===== config.mk =====
export PLATFORM = sky130hd
export DESIGN_NAME = leb128_decoder
export DESIGN_NICKNAME = d
export VERILOG_FILES = /design/src/rtl/leb128_decoder.sv
export SDC_FILE = /design/constraint.sdc
export NUM_CORES = 1
export LEC_CHECK = 0
export BUFFER_PORTS_ARGS = -buffer_cell sky130_fd_sc_hd__buf_2
export CAP_MARGIN = 5
export CORE_MARGIN = 2
export CORE_UTILIZATION = 63
export CTS_CLUSTER_DIAMETER = 40
export DETAILED_ROUTE_END_ITERATION = 7
export GPL_ROUTABILITY_DRIVEN = 0
export PLACE_DENSITY = 0.86
export REMOVE_ABC_BUFFERS = 1
export SLEW_MARGIN = 10
export SYNTH_ARGS = -nofsm -noshare
export SYNTH_HDL_FRONTEND = slang
export SYNTH_SLANG_ARGS = --single-unit

===== constraint.sdc =====
create_clock -name clk -period 11.6 [get_ports clk]
set_input_delay 0.58 -clock clk [delete_from_list [all_inputs] [get_ports clk]]
set_output_delay 0.58 -clock clk [all_outputs]
set_load 0.02 [all_outputs]

===== src/rtl/leb128_decoder.sv =====
// leb128_decoder
//   Decodes one WebAssembly LEB128 immediate (ULEB/SLEB, 32- or 64-bit
//   target) from a byte stream and returns it zero- or sign-extended
//   to 64 bits, together with its byte length.
//
// Ports
//   clk, reset     clock; asynchronous active-low reset
//   start, mode    begin a decode; mode[0] = signed, mode[1] = 64-bit target
//   in_data/in_valid/in_ready     byte stream handshake
//   out_value/out_len/out_valid/out_ready   result handshake
//   busy           FSM is not idle
//   error          malformed/overflowing immediate (sticky until next start)
//
// Configuration macro: LEB128_OVERFLOW_CHECK_EN
//   defined   : continuation on the last legal byte, or out-of-range bits
//               in it, send the FSM to ERR.
//   undefined : the last legal byte is always final, excess bits are
//               truncated, error is tied low.
module leb128_decoder (
  input  logic        clk,
  input  logic        reset,
  input  logic        start,
  input  logic [1:0]  mode,
  input  logic [7:0]  in_data,
  input  logic        in_valid,
  output logic        in_ready,
  output logic [63:0] out_value,
  output logic [3:0]  out_len,
  output logic        out_valid,
  input  logic        out_ready,
  output logic        busy,
  output logic        error
);

  typedef enum logic [1:0] {IDLE, ACCUM, DONE, ERR} state_t;

  state_t      state, state_d;
  logic [1:0]  mode_q;
  logic [63:0] acc;
  logic [3:0]  count;

  logic        accept, load, last_slot, fin, ovf;
  logic [6:0]  sh;
  logic [7:0]  fill_sh;
  logic [63:0] acc_new, fill_mask, ext;

  assign accept    = (state == ACCUM) && in_valid;
  assign last_slot = (count == (mode_q[1] ? 4'd9 : 4'd4));

  // A new decode may begin from IDLE, from ERR, or from DONE on the same
  // cycle the result is taken (back-to-back).
  assign load = start && ((state == IDLE) || (state == ERR) ||
                          ((state == DONE) && out_ready));

  assign sh      = {3'b000, count} * 7'd7;
  assign fill_sh = {4'b0000, count} * 8'd7 + 8'd7;
  assign acc_new = acc | ({57'd0, in_data[6:0]} << sh);

  // Ones above the last payload bit for a negative SLEB; nothing to fill
  // once the payload already reaches bit 63.
  assign fill_mask = (fill_sh >= 8'd64) ? 64'd0 : ({64{1'b1}} << fill_sh);

  always_comb begin
    ext = acc_new;
    if (mode_q[0] && in_data[6]) ext = ext | fill_mask;
    if (!mode_q[1]) ext[63:32] = mode_q[0] ? {32{ext[31]}} : 32'd0;
  end

`ifdef LEB128_OVERFLOW_CHECK_EN
  logic range_ok;
  always_comb begin
    case (mode_q)
      2'b00:   range_ok = (in_data[6:4] == 3'd0);
      2'b01:   range_ok = (in_data[6:3] == 4'h0) || (in_data[6:3] == 4'hF);
      2'b10:   range_ok = (in_data[6:1] == 6'd0);
      default: range_ok = (in_data[6:0] == 7'h00) || (in_data[6:0] == 7'h7F);
    endcase
  end
  assign ovf   = accept && last_slot && (in_data[7] || !range_ok);
  assign fin   = accept && !in_data[7] && !ovf;
  assign error = (state == ERR);
`else
  assign ovf   = 1'b0;
  assign fin   = accept && (!in_data[7] || last_slot);
  assign error = 1'b0;
`endif

  always_comb begin
    state_d = state;
    case (state)
      IDLE:    if (start) state_d = ACCUM;
      ACCUM: begin
        if (ovf)      state_d = ERR;
        else if (fin) state_d = DONE;
      end
      DONE:    if (out_ready) state_d = start ? ACCUM : IDLE;
      ERR:     if (start) state_d = ACCUM;
      default: state_d = IDLE;
    endcase
  end

  always_ff @(posedge clk or negedge reset) begin
    if (!reset) state <= IDLE;
    else        state <= state_d;
  end

  always_ff @(posedge clk or negedge reset) begin
    if (!reset) begin
      mode_q    <= 2'b00;
      acc       <= 64'd0;
      count     <= 4'd0;
      out_value <= 64'd0;
      out_len   <= 4'd0;
    end else begin
      if (load) begin
        mode_q <= mode;
        acc    <= 64'd0;
        count  <= 4'd0;
      end else if (accept) begin
        acc   <= acc_new;
        count <= count + 4'd1;
      end
      if (fin) begin
        out_value <= ext;
        out_len   <= count + 4'd1;
      end
    end
  end

  // Outputs depend on registered state only.
  assign in_ready  = (state == ACCUM);
  assign out_valid = (state == DONE);
  assign busy      = (state != IDLE);

endmodule

Word level (Yosys, flattened, before mapping)
Cells that the tools add are included.
- word-level logic and storage cells: 50
- bits in registers: 140
- bits of input ports: 15
- muxes and demuxes: 14
- shift operators: 2
- add/sub/neg operators: 2
- order comparisons: 1
- reductions and logical operators: 14
- multipliers: 2
- bitwise gates (word level): 2
- equal/unequal tests: 7
- operator list (cell ; count):
    2-to-1 mux 64 bit ; 4
    bitwise OR 64 bit ; 2
    2-to-1 mux 32 bit ; 2
    left shift 64 x 8 -> 64 bit (first input constant) ; 1
    left shift 7 x 7 -> 64 bit ; 1
    multiplier 4 x 3 -> 7 bit (second input constant) ; 2
    2-to-1 mux 4 bit ; 3
    adder 7 x 3 -> 8 bit (second input constant) ; 1
    >= comparator 8 x 7 -> 1 bit (second input constant) ; 1
    2-to-1 mux 2 bit ; 3
    inequality test 2 x 1 -> 1 bit (second input constant) ; 3
    case mux 2 bit (3 select lines) ; 1
    logical AND 1 bit ; 5
    adder 4 x 1 -> 4 bit (second input constant) ; 1
    equality test 2 bit (second input constant) ; 2
    equality test 4 bit ; 1
    nonzero test 2 bit ; 2
    logical OR 1 bit ; 3
    AND reduction 3 bit ; 1
    equality test 2 x 1 -> 1 bit (second input constant) ; 1
    zero test 2 bit ; 1
    OR reduction 2 bit ; 1
    zero test 1 bit ; 1
    2-to-1 mux 1 bit ; 1

Logic depth before layout (Yosys ltp)
- depth after elaboration: 8
- gate-level depth with buffers: 16
- depth with buffers taken out: 12

Least setup slack after synthesis
Ideal clock, no wire load.
- path type: reg-to-reg
- start point: reg count[1]
- end point: reg out_value[33]
- period minus slack after synthesis: 3.691 ns
- library setup time: 0.124 ns
- arrival: 3.567 ns
- data required time: 11.476 ns
- cell stages (with the launch flop): 16
- path slack: 7.909 ns
- path through: dfrtp_1 > inv_1 > ha_1 > clkbuf_1 > xor2_1 > xnor2_1 > inv_1 > fa_1 > nand2b_1 > a21oi_1 > xnor2_1 > buf_2 > clkbuf_1 > o21ai_0 > a211oi_1 > nor2_1
- word-level cells in the longest chain between the ends: 8
- elaborated cells between the ends (all ways): 15
- RTL lines (item ; line ; text):
    start: declaration ; 40 ; logic [3:0] count;
    start signal: assignment ; 121 ; count <= count + 4'd1;
    multiplier 4 x 3 -> 7 bit ; 55, 56 ;
    adder 7 x 3 -> 8 bit ; 56 ; assign fill_sh = {4'b0000, count} * 8'd7 + 8'd7;
    left shift 64 x 8 -> 64 bit / >= comparator 8 x 7 -> 1 bit (equally long branches) ; 61 ; assign fill_mask = (fill_sh >= 8'd64) ? 64'd0 : ({64{1'b1}} << fill_sh);
    2-to-1 mux 64 bit ; 61 ;
    bitwise OR 64 bit ; 65 ; if (mode_q[0] && in_data[6]) ext = ext | fill_mask;
    2-to-1 mux 64 bit ; 65 ;
    2-to-1 mux 32 bit (2 in a row) ; 66 ; if (!mode_q[1]) ext[63:32] = mode_q[0] ? {32{ext[31]}} : 32'd0;
    end signal: assignment ; 124 ; out_value <= ext;
    end: declaration ; 27 ; output logic [63:0] out_value,
Several ways; a longest one is shown, not always the timed one.
A chain may end at the register's enable or synchronous reset.

Final worst setup path
- start point: reg count[0]
- end point: reg out_value[52]
- word-level cells in the longest chain between the ends: 8
- elaborated cells between the ends (all ways): 15
- RTL lines (item ; line ; text):
    multiplier 4 x 3 -> 7 bit (*) ; 56 ;
    adder 7 x 3 -> 8 bit (*) ; 56 ;
    net fill_sh[0] ; 44 ; logic [7:0] fill_sh;
    left shift 64 x 8 -> 64 bit / >= comparator 8 x 7 -> 1 bit (equally long branches) ; 61 ;
    2-to-1 mux 64 bit (*) ; 61 ;
    bitwise OR 64 bit (*) ; 65 ;
    2-to-1 mux 64 bit (*) ; 65 ;
    2-to-1 mux 32 bit ; 66 ;
    2-to-1 mux 32 bit (*) ; 66 ;
Mark *: on every way through the listed nets, which the timed path passes. The rest lies on a longest branch.

==> impl_metrics.yaml <==
outcome:
  outcome: "finished clean"
logic_synthesis:
  synth.ff_latch_count: 140
  synth.top_cells.by_area: "dfrtp_1 50%, a21oi_1 7.7%, nor2_1 6.9%"
  yosys.cell_count.top_type: "dfrtp_1"
  synth_largest_area_cell: "dfrtp_1"
  synth_top_area_share_pct: 49.6
  syn-cell-area_sq_um: 7070
  post_synth_most_frequent_cells: "140 x dfrtp_1, 129 x nor2_1, 108 x a21oi_1, 48 x nand2_1, 45 x clkbuf_1"
  synth-warning-count: 0
  synth_sequential_area_ratio_pct: 49.6
  async_reset_ff_share_pct: 100
  syn_inst: 781
  avgSynthCellArea_sq_um: 9.05
  postSynth.topFlopCell: "dfrtp_1"
  netlist-cell-type-count: 64
  synth-edff-count: 0
placement:
  dp_cells: 948
  detailed_place_hpwl_mm: 13.6
  io_buffers: 85
  instance_area_at_placement_sq_um: 7470
  dpl_worst_slack_ps: 7090
detailed_routing:
  wl_per_cell_um: 21.4
  detailedRoute.firstPassIterationCount: 6
  first_iter_violations: 941
  drt_wl_total_mm: 21.0
  vias: 6682
  drc: 0
  ant_nets: 0
  avgViaCountPerCell: 6.82
sta:
  report.final.setup_viol: 0
  slew_violations: 0
  worst_clock_skew_ps: 7.80
  postLayoutSetupSlackWorst_ps: 6900
  worstMarginPinSlew_ps: 1080
  grt_setup_unrepaired: "no"
  fin_crit_period_ps: 4700
  fin_tns_setup_ps: 0
  slew_headroom_pct: 27.4
  finalCritPeriodShare_pct: 40.5
  maxClockFrequency_ghz: 0.213
  hold_violations: 0
die:
  initial_core_utilization_pct: 64.9
  die_width_um: 110
  fp.coreArea_sq_um: 10900
  die_area_sq_um: 12100
  fp.dieH_um: 110
  core.rowCount: 38
  pin_count: 87
cells_and_area:
  design_area_sq_um: 8050
  num_antenna_cells: 0
  area_delta_synth_final_pct: 13.9
  layout-drive-gt1-share_pct: 17.0
  final_cells: 980
  final_nets: 860
clocking:
  htree_levels: 4
  clock_insertion_delay_worst_skew_ps: 550
  post-cts-setup-buffer-count: 0
  clock-root-buffer: "clkbuf_8"
  cts.reportedPaths.clkPinSlew_ps: 60
  ctsHoldBuffers: 0
  clock_sinks: 140
  tritoncts: "done"
  cts_max_path_buffers: 2
  tritoncts.num_buffers: 17
  cts_resized: 0
critical_path:
  crit_type: "reg -> reg"
  worst-endpoint-required_ps: 12050
  critical_path_peak_fanout: 21
  critical-path-slowest-cell: "dfrtp_1"
  cell_by_cell_trace_of_the_critical_path: "inv_1 > ha_1 > xor2_1 > xnor2_1 > inv_1 > fa_1 > nand2b_1 > a21oi_1 > xnor2_1 > buf_4 > o21ai_2 > nor2_1 > a311oi_1"
  arrival_ps: 5140
  sort_of_element_at_the_end_of_the_critical_path: "register"
  startpoint_type: "register"
  crit-reg2reg-capture: "out_value[52]$_DFFE_PN0P_"
  reg2reg_from: "count[0]$_DFFE_PN0P_"
  reg2reg_slack_ps: 6900
  timing.reg2reg.worst_path_depth: 13
  cpPeakStageDelay_ps: 800
min_path:
  holdCritPathClass: "in -> async"
global_routing:
  grt_remaining_overflow: 0
  grt_first_pass_wirelength_mm: 33.3
  grt_util_overall_pct: 37.2
  antenna_found_initial: 0
  first_global_vias: 6271
  pin_count_of_the_biggest_net_entering_global_routing: 72
pwr:
  ir_drop_mv: 0.222
  cellLeakagePower_nw: 3.65
  total_power_mw: 2.36
  power_per_cell_area_nw_per_um2: 294
flow_run:
  max_cap_violations: 0
-- cell type report --
cell class	count	area [sq um]
Timing Repair Buffer	95	507
Sequential cell	140	3500
Clock inverter	14	146
Fill cell	762	2840
Clock buffer	18	428
Inverter	19	71.3
Tap cell	140	175
Multi-Input combinational cell	554	3210
-- state kept, by name (all words and copies together) (netlist names) --
name,cells
state,2
count,4
out_value,64
out_len,4
mode_q,2
acc,64
-- stage by stage --
stage | hold slack [ps] | util (%)
after CTS | 50.7 | 73.9
after floorplan | 284 | -
after detailed placement | 463 | 68.6
after global routing | 83.3 | 73.9
after global placement | 455 | 68.6
final | 22.3 | 73.9
-- worst max-delay path, delay by kind of cell (launching register included) --
| kind | cells | cell delay (ps) |
|---|---|---|
| adder cells (fa/ha/maj) | 2 | 980 |
| XOR/XNOR | 3 | 540 |
| AND/OR/NAND/NOR | 2 | 420 |
| flip-flops | 1 | 800 |
| AO/OA/AOI/OAI | 3 | 1250 |
| buffers and inverters | 3 | 590 |
-- cells in the final DEF, fill, tap and decap left out, types with 16 or more instances in the layout --
cell and instances:
a21oi_1 108, a31oi_1 44, buf_2 84, clkbuf_16 16, dfrtp_1 140, inv_1 18, nand2_1 47, nor2_1 129
nor3_1 19, o21ai_0 38
-- logic make-up (layout without fill, tap and decap cells) --
logic type / Yosys count / in the layout / share of synthesized area [%]
xor gates and xnor gates: 9 / 9 / 1.12
buffers and inverters: 87 / 146 / 5.19
muxes: 2 / 2 / 0.301
and+or+nand+nor: 249 / 249 / 16.0
adders and majority gates: 18 / 18 / 3.51
DFF: 140 / 140 / 49.6
other: 1 / 1 / 0.0531
AOI/OAI and AO/OA: 275 / 275 / 24.3
-- routing by layer --
| metal | global-route usage, % | wire length, um |
|---|---|---|
| met3 | 10.9 | 2640 |
| met2 | 54.7 | 9390 |
| met5 | 0 | 0 |
| met4 | 18.3 | 1070 |
| met1 | 50.5 | 7890 |
-- worst max-delay path by stage --
stage | end | from
floorplan | out_value[48]$_DFFE_PN0P_ | count[0]$_DFFE_PN0P_
global placement | out_value[54]$_DFFE_PN0P_ | count[0]$_DFFE_PN0P_
detailed placement | out_value[52]$_DFFE_PN0P_ | count[0]$_DFFE_PN0P_
CTS | out_value[52]$_DFFE_PN0P_ | count[0]$_DFFE_PN0P_
global route | out_value[52]$_DFFE_PN0P_ | count[0]$_DFFE_PN0P_
finish | out_value[52]$_DFFE_PN0P_ | count[0]$_DFFE_PN0P_
-- where the power goes --
part	switching [mW]	total [mW]	internal, mW
logic	0.766	1.10	0.331
clock network	0.215	0.526	0.311
registers	0.106	0.741	0.635
Note: power is estimated with default switching activity, not from simulation.
